--- src/rtl/bmac_pkg.sv ---
// Shared helpers for the binary MAC datapath: popcount width, contribution
// sign-extension and saturating addition.
package bmac_pkg;

    typedef struct packed {
        logic signed [63:0] sum;
        logic               clamp;
    } sat_res_t;

    function automatic int pc_width(input int n);
        return $clog2(n + 1);
    endfunction

    // Dot-product contribution of one beat: matches minus mismatches.
    function automatic logic signed [63:0] contrib(input int pc, input int n);
        return 64'(2 * pc - n);
    endfunction

    function automatic sat_res_t sat_add(input logic signed [63:0] a,
                                         input logic signed [63:0] b,
                                         input int                 w);
        logic signed [63:0] hi, lo, s;
        sat_res_t           r;
        hi      = (64'sd1 <<< (w - 1)) - 64'sd1;
        lo      = -hi - 64'sd1;
        s       = a + b;
        r.clamp = (s > hi) || (s < lo);
        r.sum   = (s > hi) ? hi : ((s < lo) ? lo : s);
        return r;
    endfunction

endpackage

--- src/rtl/xnor_popcount_mac_if.sv ---
// Beat input and frame-result output of the XNOR/popcount MAC.
interface xnor_popcount_mac_if #(
    parameter int IN_WIDTH  = 32,
    parameter int ACC_WIDTH = 16,
    parameter int CNT_WIDTH = 16
);
    logic                        in_valid;
    logic                        in_ready;
    logic [IN_WIDTH-1:0]         in_0;
    logic [IN_WIDTH-1:0]         in_1;
    logic                        in_last;
    logic                        out_valid;
    logic                        out_ready;
    logic signed [ACC_WIDTH-1:0] out_sum;
    logic [CNT_WIDTH-1:0]        out_count;
    logic                        out_sat;

    modport master (
        output in_valid, in_0, in_1, in_last, out_ready,
        input  in_ready, out_valid, out_sum, out_count, out_sat
    );

    modport slave (
        input  in_valid, in_0, in_1, in_last, out_ready,
        output in_ready, out_valid, out_sum, out_count, out_sat
    );
endinterface

--- src/rtl/xnor_popcount_mac_popcount_tree.sv ---
// Combinational balanced adder tree counting the ones in x.
module popcount_tree
    import bmac_pkg::*;
#(
    parameter int IN_WIDTH = 32,
    localparam int PCW     = pc_width(IN_WIDTH)
) (
    input  logic [IN_WIDTH-1:0] x,
    output logic [PCW-1:0]      pc
);
    localparam int L = $clog2(IN_WIDTH);
    localparam int P = 1 << L;

    logic [P-1:0] xp;
    assign xp = P'(x);

    // One generate level per tree depth, leaves padded with zeros to a power of two.
    genvar l, i;
    generate
        for (l = 0; l <= L; l++) begin : lvl
            logic [PCW-1:0] s [P >> l];
            for (i = 0; i < (P >> l); i++) begin : nd
                if (l == 0) begin : leaf
                    assign s[i] = PCW'(xp[i]);
                end else begin : add
                    assign s[i] = lvl[l-1].s[2*i] + lvl[l-1].s[2*i+1];
                end
            end
        end
    endgenerate

    assign pc = lvl[L].s[0];
endmodule

--- src/rtl/xnor_popcount_mac.sv ---
// Three-stage binary MAC: XNOR, popcount/contribution, frame accumulate.
// Define XNOR_MAC_SAT_EN for saturating accumulation with a sticky out_sat.
module xnor_popcount_mac
    import bmac_pkg::*;
#(
    parameter int IN_WIDTH  = 32,
    parameter int ACC_WIDTH = 16,
    parameter int CNT_WIDTH = 16
) (
    input logic               clk,
    input logic               rst_n,
    xnor_popcount_mac_if.slave bus
);
    localparam int PCW    = pc_width(IN_WIDTH);
    localparam int STAGES = 2;

    logic                        adv;
    logic [STAGES:1]             vld_pipe;
    logic [STAGES:1]             last_pipe;
    logic [IN_WIDTH-1:0]         s1_x;
    logic [PCW-1:0]              pc;
    logic signed [ACC_WIDTH-1:0] s2_c;
    logic signed [ACC_WIDTH-1:0] acc, acc_nxt;
    logic [CNT_WIDTH-1:0]        cnt, cnt_nxt;
    logic                        frame_start;
    logic                        beat, out_load;

    // Whole pipeline freezes while a result is held and not taken.
    assign adv          = !bus.out_valid || bus.out_ready;
    assign bus.in_ready = adv;
    assign beat         = adv && vld_pipe[STAGES];
    assign out_load     = beat && last_pipe[STAGES];

    always_ff @(posedge clk or negedge rst_n) begin
        if (!rst_n) begin
            vld_pipe  <= '0;
            last_pipe <= '0;
        end else if (adv) begin
            vld_pipe  <= {vld_pipe[STAGES-1:1], bus.in_valid};
            last_pipe <= {last_pipe[STAGES-1:1], bus.in_last};
        end
    end

    always_ff @(posedge clk or negedge rst_n) begin
        if (!rst_n) begin
            s1_x <= '0;
            s2_c <= '0;
        end else if (adv) begin
            s1_x <= ~(bus.in_0 ^ bus.in_1);
            s2_c <= ACC_WIDTH'(contrib(int'(pc), IN_WIDTH));
        end
    end

    popcount_tree #(.IN_WIDTH(IN_WIDTH)) u_popcount (
        .x  (s1_x),
        .pc (pc)
    );

    assign cnt_nxt = frame_start ? CNT_WIDTH'(1) : cnt + CNT_WIDTH'(1);

`ifdef XNOR_MAC_SAT_EN
    sat_res_t sat_res;
    logic     sat_flag, sat_nxt;

    always_comb begin
        sat_res = sat_add(64'(acc), 64'(s2_c), ACC_WIDTH);
        sat_nxt = !frame_start && (sat_flag || sat_res.clamp);
        acc_nxt = frame_start ? s2_c : ACC_WIDTH'(sat_res.sum);
    end

    always_ff @(posedge clk or negedge rst_n) begin
        if (!rst_n) begin
            sat_flag    <= 1'b0;
            bus.out_sat <= 1'b0;
        end else begin
            if (beat)     sat_flag    <= sat_nxt;
            if (out_load) bus.out_sat <= sat_nxt;
        end
    end
`else
    assign acc_nxt     = frame_start ? s2_c : acc + s2_c;
    assign bus.out_sat = 1'b0;
`endif

    always_ff @(posedge clk or negedge rst_n) begin
        if (!rst_n) begin
            acc         <= '0;
            cnt         <= '0;
            frame_start <= 1'b1;
        end else if (beat) begin
            acc         <= acc_nxt;
            cnt         <= cnt_nxt;
            frame_start <= last_pipe[STAGES];
        end
    end

    // Result registers are separate from acc so the next frame can run on.
    always_ff @(posedge clk or negedge rst_n) begin
        if (!rst_n) begin
            bus.out_valid <= 1'b0;
            bus.out_sum   <= '0;
            bus.out_count <= '0;
        end else if (adv) begin
            bus.out_valid <= vld_pipe[STAGES] && last_pipe[STAGES];
            if (out_load) begin
                bus.out_sum   <= acc_nxt;
                bus.out_count <= cnt_nxt;
            end
        end
    end
endmodule

--- src/flat_wrapper.sv ---
// flat-port wrapper written by rule: the top's interface ports become plain ports
module xnor_popcount_mac_flat import bmac_pkg::*;
#(
    parameter int IN_WIDTH  = 32,
    parameter int ACC_WIDTH = 16,
    parameter int CNT_WIDTH = 16
)
  (clk, rst_n, bus_in_valid, bus_in_0, bus_in_1, bus_in_last, bus_out_ready, bus_in_ready, bus_out_valid, bus_out_sum, bus_out_count, bus_out_sat);
  xnor_popcount_mac_if #(.IN_WIDTH(IN_WIDTH), .ACC_WIDTH(ACC_WIDTH), .CNT_WIDTH(CNT_WIDTH)) bus_i ();
  input logic clk;
  input logic rst_n;
  input wire logic [$bits(bus_i.in_valid)-1:0] bus_in_valid;
  input wire logic [$bits(bus_i.in_0)-1:0] bus_in_0;
  input wire logic [$bits(bus_i.in_1)-1:0] bus_in_1;
  input wire logic [$bits(bus_i.in_last)-1:0] bus_in_last;
  input wire logic [$bits(bus_i.out_ready)-1:0] bus_out_ready;
  output wire logic [$bits(bus_i.in_ready)-1:0] bus_in_ready;
  output wire logic [$bits(bus_i.out_valid)-1:0] bus_out_valid;
  output wire logic [$bits(bus_i.out_sum)-1:0] bus_out_sum;
  output wire logic [$bits(bus_i.out_count)-1:0] bus_out_count;
  output wire logic [$bits(bus_i.out_sat)-1:0] bus_out_sat;
  assign bus_i.in_valid = bus_in_valid;
  assign bus_i.in_0 = bus_in_0;
  assign bus_i.in_1 = bus_in_1;
  assign bus_i.in_last = bus_in_last;
  assign bus_i.out_ready = bus_out_ready;
  assign bus_in_ready = bus_i.in_ready;
  assign bus_out_valid = bus_i.out_valid;
  assign bus_out_sum = bus_i.out_sum;
  assign bus_out_count = bus_i.out_count;
  assign bus_out_sat = bus_i.out_sat;
  xnor_popcount_mac #(.IN_WIDTH(IN_WIDTH), .ACC_WIDTH(ACC_WIDTH), .CNT_WIDTH(CNT_WIDTH)) u_core (.clk(clk), .rst_n(rst_n), .bus(bus_i));
endmodule
--- config.mk ---
export PLATFORM = sky130hd
export DESIGN_NAME = xnor_popcount_mac_flat
export DESIGN_NICKNAME = d
export VERILOG_FILES = /design/src/rtl/bmac_pkg.sv /design/src/rtl/xnor_popcount_mac_if.sv /design/src/rtl/xnor_popcount_mac_popcount_tree.sv /design/src/rtl/xnor_popcount_mac.sv /design/src/flat_wrapper.sv
export SDC_FILE = /design/constraint.sdc
export NUM_CORES = 1
export LEC_CHECK = 0
export CAP_MARGIN = 40
export CORE_ASPECT_RATIO = 2
export CORE_MARGIN = 3
export CORE_UTILIZATION = 50
export DETAILED_ROUTE_END_ITERATION = 12
export PLACE_DENSITY = 0.76
export SKIP_CTS_REPAIR_TIMING = 1
export SYNTH_ARGS = -nofsm -noshare
export SYNTH_HDL_FRONTEND = slang
export SYNTH_SLANG_ARGS = --single-unit
--- constraint.sdc ---
create_clock -name clk -period 7.55 [get_ports clk]
set_clock_uncertainty 0.05 [all_clocks]
set_input_delay 0.755 -clock clk [delete_from_list [all_inputs] [get_ports clk]]
set_output_delay 0.755 -clock clk [all_outputs]
set_load 0.05 [all_outputs]
==> results.ini, run 1 <==
[setup_path]
worst-setup-path-type=reg2reg
cp.arrival_ns=5.88
worstPathMaxFanout=2
slowest_stage=fa_1
crit_family=adder cells
cp_data_required_time_ns=7.73
path_cells=ha_1 > inv_1 > fa_1 > inv_1 > fa_1 > fa_1 > fa_1 > fa_1 > inv_1 > fa_1 > inv_1 > fa_1 > fa_1 > a21o_1 > a21oi_1 > xor2_1 > ha_1 > mux2_2
path_buf_inv=4
max_stage_delay_ns=0.55
critPathMostFrequentCell=fa_1
worstSetupStartpointType=flop
endpoint_kind=flop

[clock_tree]
htreeDepth=3
clk_latency_ns=0.35
clk_path_buf_depth=2
cts_sinks=109
tritoncts=yes
path_clk_slew_ns=0.08
cts_root_buf=clkbuf_16
cts_buffers=9

[timing]
fmax_mhz=175
setup_viol=0
fin_crit_ns=5.70
fin_crit_sh_pct=75.5
worstMarginPinSlew_ns=0.745
hold_viol=0
slew_viol_final=0
slew-limit-headroom_pct=50.3
setup-tns-final_ns=0
rsz0062_at_grt=false

[cells_and_area]
drive_gt1_share_pct=5.29
final_nets=850
area_growth_pct=23.2
regArea_mm2=0.00273
diodes=0
multi_input_area_mm2=0.00326
n_fill_cell=1004

[drt]
num_vias=4771
postRouteAntennaNets=0
dr.pass1.iters=5
drt_iter0_drc=247
remaining_drc_errors=0
vias_per_cell=5.40
routedWlPerCell_um=14.8
routed_wl_um=13100

[status]
status=completed

[yosys]
yosys_warnings=0
ys_types=52
syn_nets=766
ys_seq_elements=109
synth_edf_count=0
synthCells=648
async_flop_share_pct=100
ys.flop_type=dfrtp_1
synth.cell_area_mm2=0.00626
synth.yosys.seq_area_share_pct=43.6
avgSynthCellArea_um2=9.67

[hold_path]
hold_class=in2async

[flow_run]
drv_cap=0

[global_routing]
grt_pass1_vias=4893
antenna_found_initial=0
grt_max_degree=84
grt.total_usage_pct=20.1
grt_pass1_wl_um=22500
grt_overflow=0

[floorplan]
core-area_mm2=0.0122
die_w_um=85.2
die_h_um=164
initial_utilization_pct=51.4
placementRows=57
io_pins=104
fp.dieArea_mm2=0.0140

[placed_design]
io_buffers=102
place.detailed.hpwl_um=9790
place_congestion=0.842

## cells in the mapped netlist, types with 2 or more instances
cell / count / area share, %
a21oi_2: 2 / 0.28
o31a_1: 5 / 0.70
xor2_1: 39 / 5.5
and4_1: 3 / 0.42
or3_1: 2 / 0.20
nor3_1: 9 / 0.72
nand4_1: 4 / 0.40
a21o_1: 11 / 1.3
clkbuf_1: 27 / 1.6
mux2i_1: 9 / 1.4
nand2_1: 80 / 4.8
xnor2_1: 19 / 2.7
a31oi_1: 3 / 0.30
and3_1: 5 / 0.50
dfrtp_1: 108 / 43
o31ai_1: 16 / 1.9
fa_1: 25 / 8.0
mux2_2: 7 / 1.3
nand2b_1: 5 / 0.50
o21ai_0: 43 / 3.4
or4b_1: 2 / 0.32
nor2_1: 55 / 3.3
buf_1: 5 / 0.30
ha_1: 24 / 4.8
inv_1: 37 / 2.2
nor2b_1: 4 / 0.40
o21bai_1: 3 / 0.36
a21oi_1: 55 / 4.4
and2_1: 3 / 0.30
or2_2: 2 / 0.20
o21a_1: 9 / 1.1
nand3_1: 7 / 0.56
## kinds of logic after synthesis
group / count (synthesis) / share of synthesized area (%)
buffers and inverters: 72 / 4.41
muxes: 16 / 2.70
xor gates and xnor gates: 58 / 8.11
and+or+nand+nor: 185 / 13.1
DFF: 109 / 43.6
AOI/OAI and AO/OA: 158 / 15.3
other: 1 / 0.0599
adders and majority gates: 49 / 12.8
## layout make-up
class | count | area share (%)
Clock buffer | 11 | 3.15
Multi-Input combinational cell | 467 | 42.3
Clock inverter | 5 | 0.843
Timing Repair Buffer | 108 | 14.2
Sequential cell | 109 | 35.4
Inverter | 37 | 1.80
Tap cell | 147 | 2.38
## per-stage QoR
step	hold slack, ns	instances	instance area (µm²)	worst slack [ns]	util, %
after CTS	0.250	884	7720	1.82	63.3
after global placement	0.412	866	7360	1.94	60.4
after floorplan	0.406	648	6260	2.07	-
after global routing	0.263	884	7720	1.61	63.3
final	0.242	884	7720	1.85	63.3
after detailed placement	0.416	868	7410	1.83	60.8
## cell usage in the layout (no fill, tap or decap), types with 7 or more instances in the layout
cell type and n:
o21a_1 9, xnor2_1 19, a21oi_1 55, a21o_1 11
dfrtp_1 108, clkdlybuf4s50_1 101, nor2_1 55, inv_1 37
mux2i_1 9, clkbuf_16 9, nor3_1 9, fa_1 25
nand3_1 7, ha_1 24, o31ai_1 16, o21ai_0 43
nand2_1 80, mux2_2 7, xor2_1 39
## routing by layer
metal / vias up / routed length [µm] / global-route usage, %
met5: - / 0 / 0
met4: 0 / 349 / 8.43
met3: 23 / 518 / 3.61
met2: 122 / 7340 / 35.9
met1: 2291 / 4850 / 23.3
li1: 2335 / - / -
## registers in the layout, summed over array words and instances, names as in the netlist
signal                flops
u_core.bus.out_sum       16
u_core.cnt               16
u_core.bus.out_valid      1
u_core.frame_start        1
u_core.acc               16
u_core.s2_c               7
u_core.bus.out_count     16
u_core.last_pipe          2
u_core.vld_pipe           2
u_core.s1_x              32
## final timing paths
path	start	endpoint	slack (ns)	cells after the start
worst max-delay path	u_core.s1_x[0]	u_core.s2_c[14]	1.85	18
worst min-delay path	rst_n	u_core.bus.out_count[11]	0.24	1
worst max register to register	u_core.s1_x[0]	u_core.s2_c[14]	1.85	18
worst min register to register	u_core.bus.out_count[3]	u_core.bus.out_count[3]	0.43	2
max in group asynchronous	rst_n	u_core.bus.out_sum[11]	6.17	3
min in group clk	u_core.bus.out_count[3]	u_core.bus.out_count[3]	0.43	2
Power of run 1 is left out: the tool's default activity adds up to more than one toggle a clock period on the data nets, which glitch-free logic cannot reach.
==> run 2: changes to the inputs <==
- CORE_UTILIZATION: 50 -> 49
- PLACE_DENSITY: 0.76 -> 0.77
- clock period: 7.55 -> 4.6 ns (I/O delays scaled with it)
==> run 2 against run 1 <==
Against the previous run: the run now ends with setup timing left; critical path depth is the same; non-clock buffer count grew 9; utilization grew 0.17 points; fmax grew 2.9%; die area grew 1.9%; via count grew 2.1%; global-route usage grew 0.14 points; routed wire length grew 3.3%; hold slack gained 0.18 ns; first-iteration DRC count grew 31%; count of clock-buffer cells in the layout shrank 1; sequential share of layout area shrank 0.50 points; critical endpoint is now u_core.s2_c[6]; highest routed layer unchanged.
==> results.ini, run 2 (same netlist as run 1, synthesis figures left out) <==
[clock_tree]
cts_buffers=9
clk_path_buf_depth=2
cts_sinks=109
tritoncts=yes
clk_latency_ns=0.35
path_clk_slew_ns=0.07
htreeDepth=3
cts_root_buf=clkbuf_16

[floorplan]
placementRows=57
die_h_um=166
fp.dieArea_mm2=0.0143
io_pins=104
initial_utilization_pct=50.8
core-area_mm2=0.0123
die_w_um=86.0

[timing]
fmax_mhz=180
worstMarginPinSlew_ns=0.738
slew_viol_final=0
hold_viol=0
rsz0062_at_grt=true
slew-limit-headroom_pct=50.7
setup_viol=7
setup_ws_ns=-0.940
fin_crit_sh_pct=120
fin_crit_ns=5.54

[placed_design]
io_buffers=102
placed_cells=875
pre_cts_slack_ns=-0.912
place.detailed.hpwl_um=10100
placed_area_mm2=0.00747
place_congestion=0.850

[cells_and_area]
largest_reg_flops=32
final_common_cell=dfrtp_1
final_nets=859
finalNonFillerCells=893
most-common-layout-cells=dfrtp_1 (108), clkdlybuf4s50_1 (101), nand2_1 (80)
area_growth_pct=25.0
n_fill_cell=1014
regMostFlops=u_core.s1_x
fin_area_mm2=0.00783
drive_gt1_share_pct=7.24
diodes=0

[drt]
postRouteAntennaNets=0
remaining_drc_errors=0
drt_iter0_drc=324
routedWlPerCell_um=15.1
routed_wl_um=13500
routedLengthMet1_um=4900
wl_met3_um=569
vias_per_cell=5.45
top_layer=met4
dr.pass1.iters=4
routed-wl-met2_um=7690
num_vias=4869

[setup_path]
endpoint_kind=flop
cp_data_required_time_ns=4.82
worstPathMaxFanout=2
worst-setup-path-type=reg2reg
worstSetupStartpointType=flop
cp.arrival_ns=5.76

[status]
violations=setup timing
status=finished with violations

[global_routing]
grt_max_degree=67
antenna_found_initial=0
grt_pass1_wl_um=23400
grt_overflow=0
grt.total_usage_pct=20.3
grt_pass1_vias=5096

[flow_run]
drv_cap=0

[hold_path]
hold_class=reg2reg

## run 2: cell count changes in the layout (fill, tap and decap cells not counted), sizes merged
cell | previous run | this run
buf | 7 | 15
bufinv | 1 | 2
clkbuf | 11 | 10
clkinv | 1 | 2
clkinvlp | 0 | 1
dlygate4sd3 | 0 | 1
inv | 40 | 38
## run 2: final cells by class
class | instances | area [µm²] | area share [%]
well taps | 147 | 184 | 2.35
flip-flops and latches | 109 | 2730 | 34.9
inverters | 37 | 139 | 1.77
clock buffers | 10 | 229 | 2.92
repair buffers | 117 | 1170 | 14.9
multi-input cells | 467 | 3290 | 42.0
clock inverters | 6 | 96.3 | 1.23
## run 2: per-layer routing
layer,vias up,GRT usage (%)
met1,2335,22.4
met2,143,37.6
met5,-,0
met4,0,7.03
met3,23,3.67
li1,2368,-
## run 2: stage by stage
step	utilization (%)	TNS [ns]	hold WS, ns
3_3_place_gp	60.2	-3.02	0.412
4_1_cts	63.2	-4.09	-0.0254
5_1_grt	63.5	-5.15	0.456
2_1_floorplan	-	-2.10	0.114
6_report	63.5	-4.06	0.423
3_5_place_dp	60.6	-3.74	0.350
## run 2: worst paths after layout
| check | endpoint | cells past startpoint | slack (ns) | start |
|---|---|---|---|---|
| worst max-delay path | u_core.s2_c[6] | 18 | -0.94 | u_core.s1_x[0] |
| worst min-delay path | u_core.bus.out_count[4] | 2 | 0.42 | u_core.bus.out_count[4] |
| worst max register to register | u_core.s2_c[6] | 18 | -0.94 | u_core.s1_x[0] |
| worst min register to register | u_core.bus.out_count[4] | 2 | 0.42 | u_core.bus.out_count[4] |
| max in group asynchronous | u_core.frame_start | 4 | 2.86 | rst_n |
| min in group asynchronous | u_core.bus.out_sum[9] | 2 | 0.52 | rst_n |
## run 2: worst max-delay path, cell delays in order, from the launching register on
cell and delay, ns:
dfrtp_1 0.39, ha_1 0.29, inv_2 0.04, fa_1 0.46
inv_1 0.05, fa_1 0.53, fa_1 0.44, fa_1 0.50
fa_1 0.54, inv_1 0.05, fa_1 0.47, inv_1 0.05
fa_2 0.35, fa_2 0.35, a21o_1 0.18, a21oi_2 0.15
xor2_1 0.20, ha_1 0.27, a21oi_2 0.11
Power of run 2 is left out for the same reason.
==> run 3: changes to the inputs <==
- CORE_UTILIZATION: 49 -> 25
- PLACE_DENSITY: 0.77 -> 0.53
- SYNTH_HIERARCHICAL: default -> 1
==> run 3 against run 2 <==
Against the previous run: the flow finishes with violations (hold timing, setup timing); fmax grew 14%; die area grew 93%; utilization shrank 30 points; sequential share of layout area shrank 1.5 points; routed wire length grew 8.1%; global-route usage shrank 9.2 points; via count shrank 2.1%; register-to-register slack gained 0.66 ns; worst setup slack gained 0.66 ns; critical endpoint is now u_core/s2_c[7].
==> results.ini, run 3 <==
[setup_path]
max_stage_delay_ns=0.51
worstReg2RegStart=u_core/s1_x[16]
cp.arrival_ns=5.08
worst-setup-path-type=reg2reg
cp_data_required_time_ns=4.80
worstPathMaxFanout=2
critPathMostFrequentCell=fa_1
crit_start=u_core/s1_x[16]
slowest_stage=fa_1
worstSetupStartpointType=flop
path_cells=ha_1 > inv_2 > fa_1 > fa_1 > inv_2 > fa_1 > fa_1 > inv_1 > fa_1 > inv_1 > ha_2 > inv_2 > fa_2 > nand2b_4 > a21oi_2 > xor2_1 > inv_1 > ha_1 > mux2_2
endpoint_kind=flop

[cells_and_area]
regArea_mm2=0.00273
drive_gt1_share_pct=8.19
diodes=0
final_nets=891
multi_input_area_mm2=0.00334
final_common_cell=dfrtp_1
largest_reg_flops=32
area_growth_pct=28.8
most-common-layout-cells=dfrtp_1 (108), clkdlybuf4s50_1 (101), nand2_1 (78)
regMostFlops=u_core/s1_x
n_fill_cell=2603

[status]
violations=hold timing, setup timing
status=finished with violations

[drt]
num_vias=4765
remaining_drc_errors=0
dr.pass1.iters=4
vias_per_cell=4.33
routed_wl_um=14600
routedLengthMet1_um=5080
wl_met3_um=477
postRouteAntennaNets=0
routed-wl-met2_um=8710
top_layer=met4
routedWlPerCell_um=13.2
drt_iter0_drc=155

[timing]
rsz0062_at_grt=true
setup_viol=2
hold_viol=31
slew-limit-headroom_pct=46.4
worstMarginPinSlew_ns=0.804
fin_hold_ws_ns=-0.0216
slew_viol_final=0
fin_crit_ns=4.88
fmax_mhz=205
setup_ws_ns=-0.277
fin_crit_sh_pct=106

[floorplan]
die_w_um=119
core-area_mm2=0.0247
initial_utilization_pct=25.7
die_h_um=231
io_pins=104
placementRows=81
fp.dieArea_mm2=0.0275

[clock_tree]
cts_buffers=9
clk_path_buf_depth=2
cts_sinks=109
htreeDepth=3
cts_root_buf=clkbuf_16
tritoncts=yes
clk_latency_ns=0.37
path_clk_slew_ns=0.08

[global_routing]
grt_overflow=0
grt.total_usage_pct=11.1
grt_pass1_wl_um=24100
grt_pass1_vias=4866
antenna_found_initial=0
grt_max_degree=82

[yosys]
synth_top_family_by_area=adder cells
synth.cell_area_mm2=0.00635
synthCells=667
netlist.area_leader.share_pct=42.5
synth.largest_area_cell=dfrtp_1
avgSynthCellArea_um2=9.53
synth_edf_count=0
ys_seq_elements=109
synth.yosys.seq_area_share_pct=42.9
ys_top_cells_by_count=dfrtp_1 (108), nand2_1 (78), nor2_1 (66)
ys_types=50
synth_compound_gate_area_share_pct=14.1
yosys_warnings=6
synth_mux_area_share_pct=2.52
synth-xor-area-share_pct=8.13
syn_nets=794
ys.flop_type=dfrtp_1
synthAdderAreaFrac_pct=14.4
yosys.area_share.simple_pct=12.8
async_flop_share_pct=100
synth_most_common_cell=dfrtp_1
synth_area_leaders=dfrtp_1 (43%), fa_1 (7.9%), ha_1 (6.5%), xor2_1 (6.2%), a21oi_1 (5.0%)

[hold_path]
hold_class=in2async

[placed_design]
place.detailed.hpwl_um=11400
io_buffers=102
place_congestion=0.803

[flow_run]
drv_cap=0

run 3: stage by stage:
step	cells	utilization [%]	TNS, ns	worst slack [ns]	cell area (µm²)
after CTS	1099	33.0	-0.783	-0.371	8150
after global placement	1080	31.4	-0.619	-0.326	7770
after floorplan	667	-	-0.316	-0.202	6370
after detailed placement	1083	31.7	-0.720	-0.356	7840
after global routing	1101	33.1	-1.32	-0.526	8180
final	1101	33.1	-0.507	-0.277	8180
run 3: per-layer routing:
metal,global-route usage (%),vias to the layer above
met5,0,-
met4,5.04,0
met3,1.98,15
met2,22.2,89
met1,10.7,2244
li1,-,2417
run 3: path summary, 6_finish.rpt:
check | to | slack [ns] | cells after the start
max | u_core/s2_c[7] | -0.28 | 19
min | u_core/s1_x[22] | -0.02 | 1
max reg2reg | u_core/s2_c[7] | -0.28 | 19
min reg2reg | u_core/bus.out_count[3] | 0.43 | 2
max in group asynchronous | u_core/frame_start | 3.37 | 3
min in group clk | u_core/bus.out_count[3] | 0.43 | 2
run 3: layout make-up:
cell class / instances / share of cell area, %
Timing Repair Buffer: 121 / 14.7
Multi-Input combinational cell: 475 / 40.8
Clock inverter: 7 / 1.12
Clock buffer: 9 / 2.75
Inverter: 48 / 2.20
Tap cell: 332 / 5.08
Sequential cell: 109 / 33.3
run 3: logic make-up after synthesis:
group	count (synthesis)
and+or+nand+nor	192
DFF	109
xor gates and xnor gates	59
other	1
adders and majority gates	58
buffers and inverters	83
muxes	15
AOI/OAI and AO/OA	150
run 3: worst max-delay path: cells and delay by family (launching register included):
family	cells	cell delay, ns
flops	1	0.39
fa+ha+maj	9	3.33
simple gates	1	0.15
compound gates	1	0.12
buf+inv	6	0.29
mux	1	0.25
xor+xnor	1	0.18
Power of run 3 is left out for the same reason.
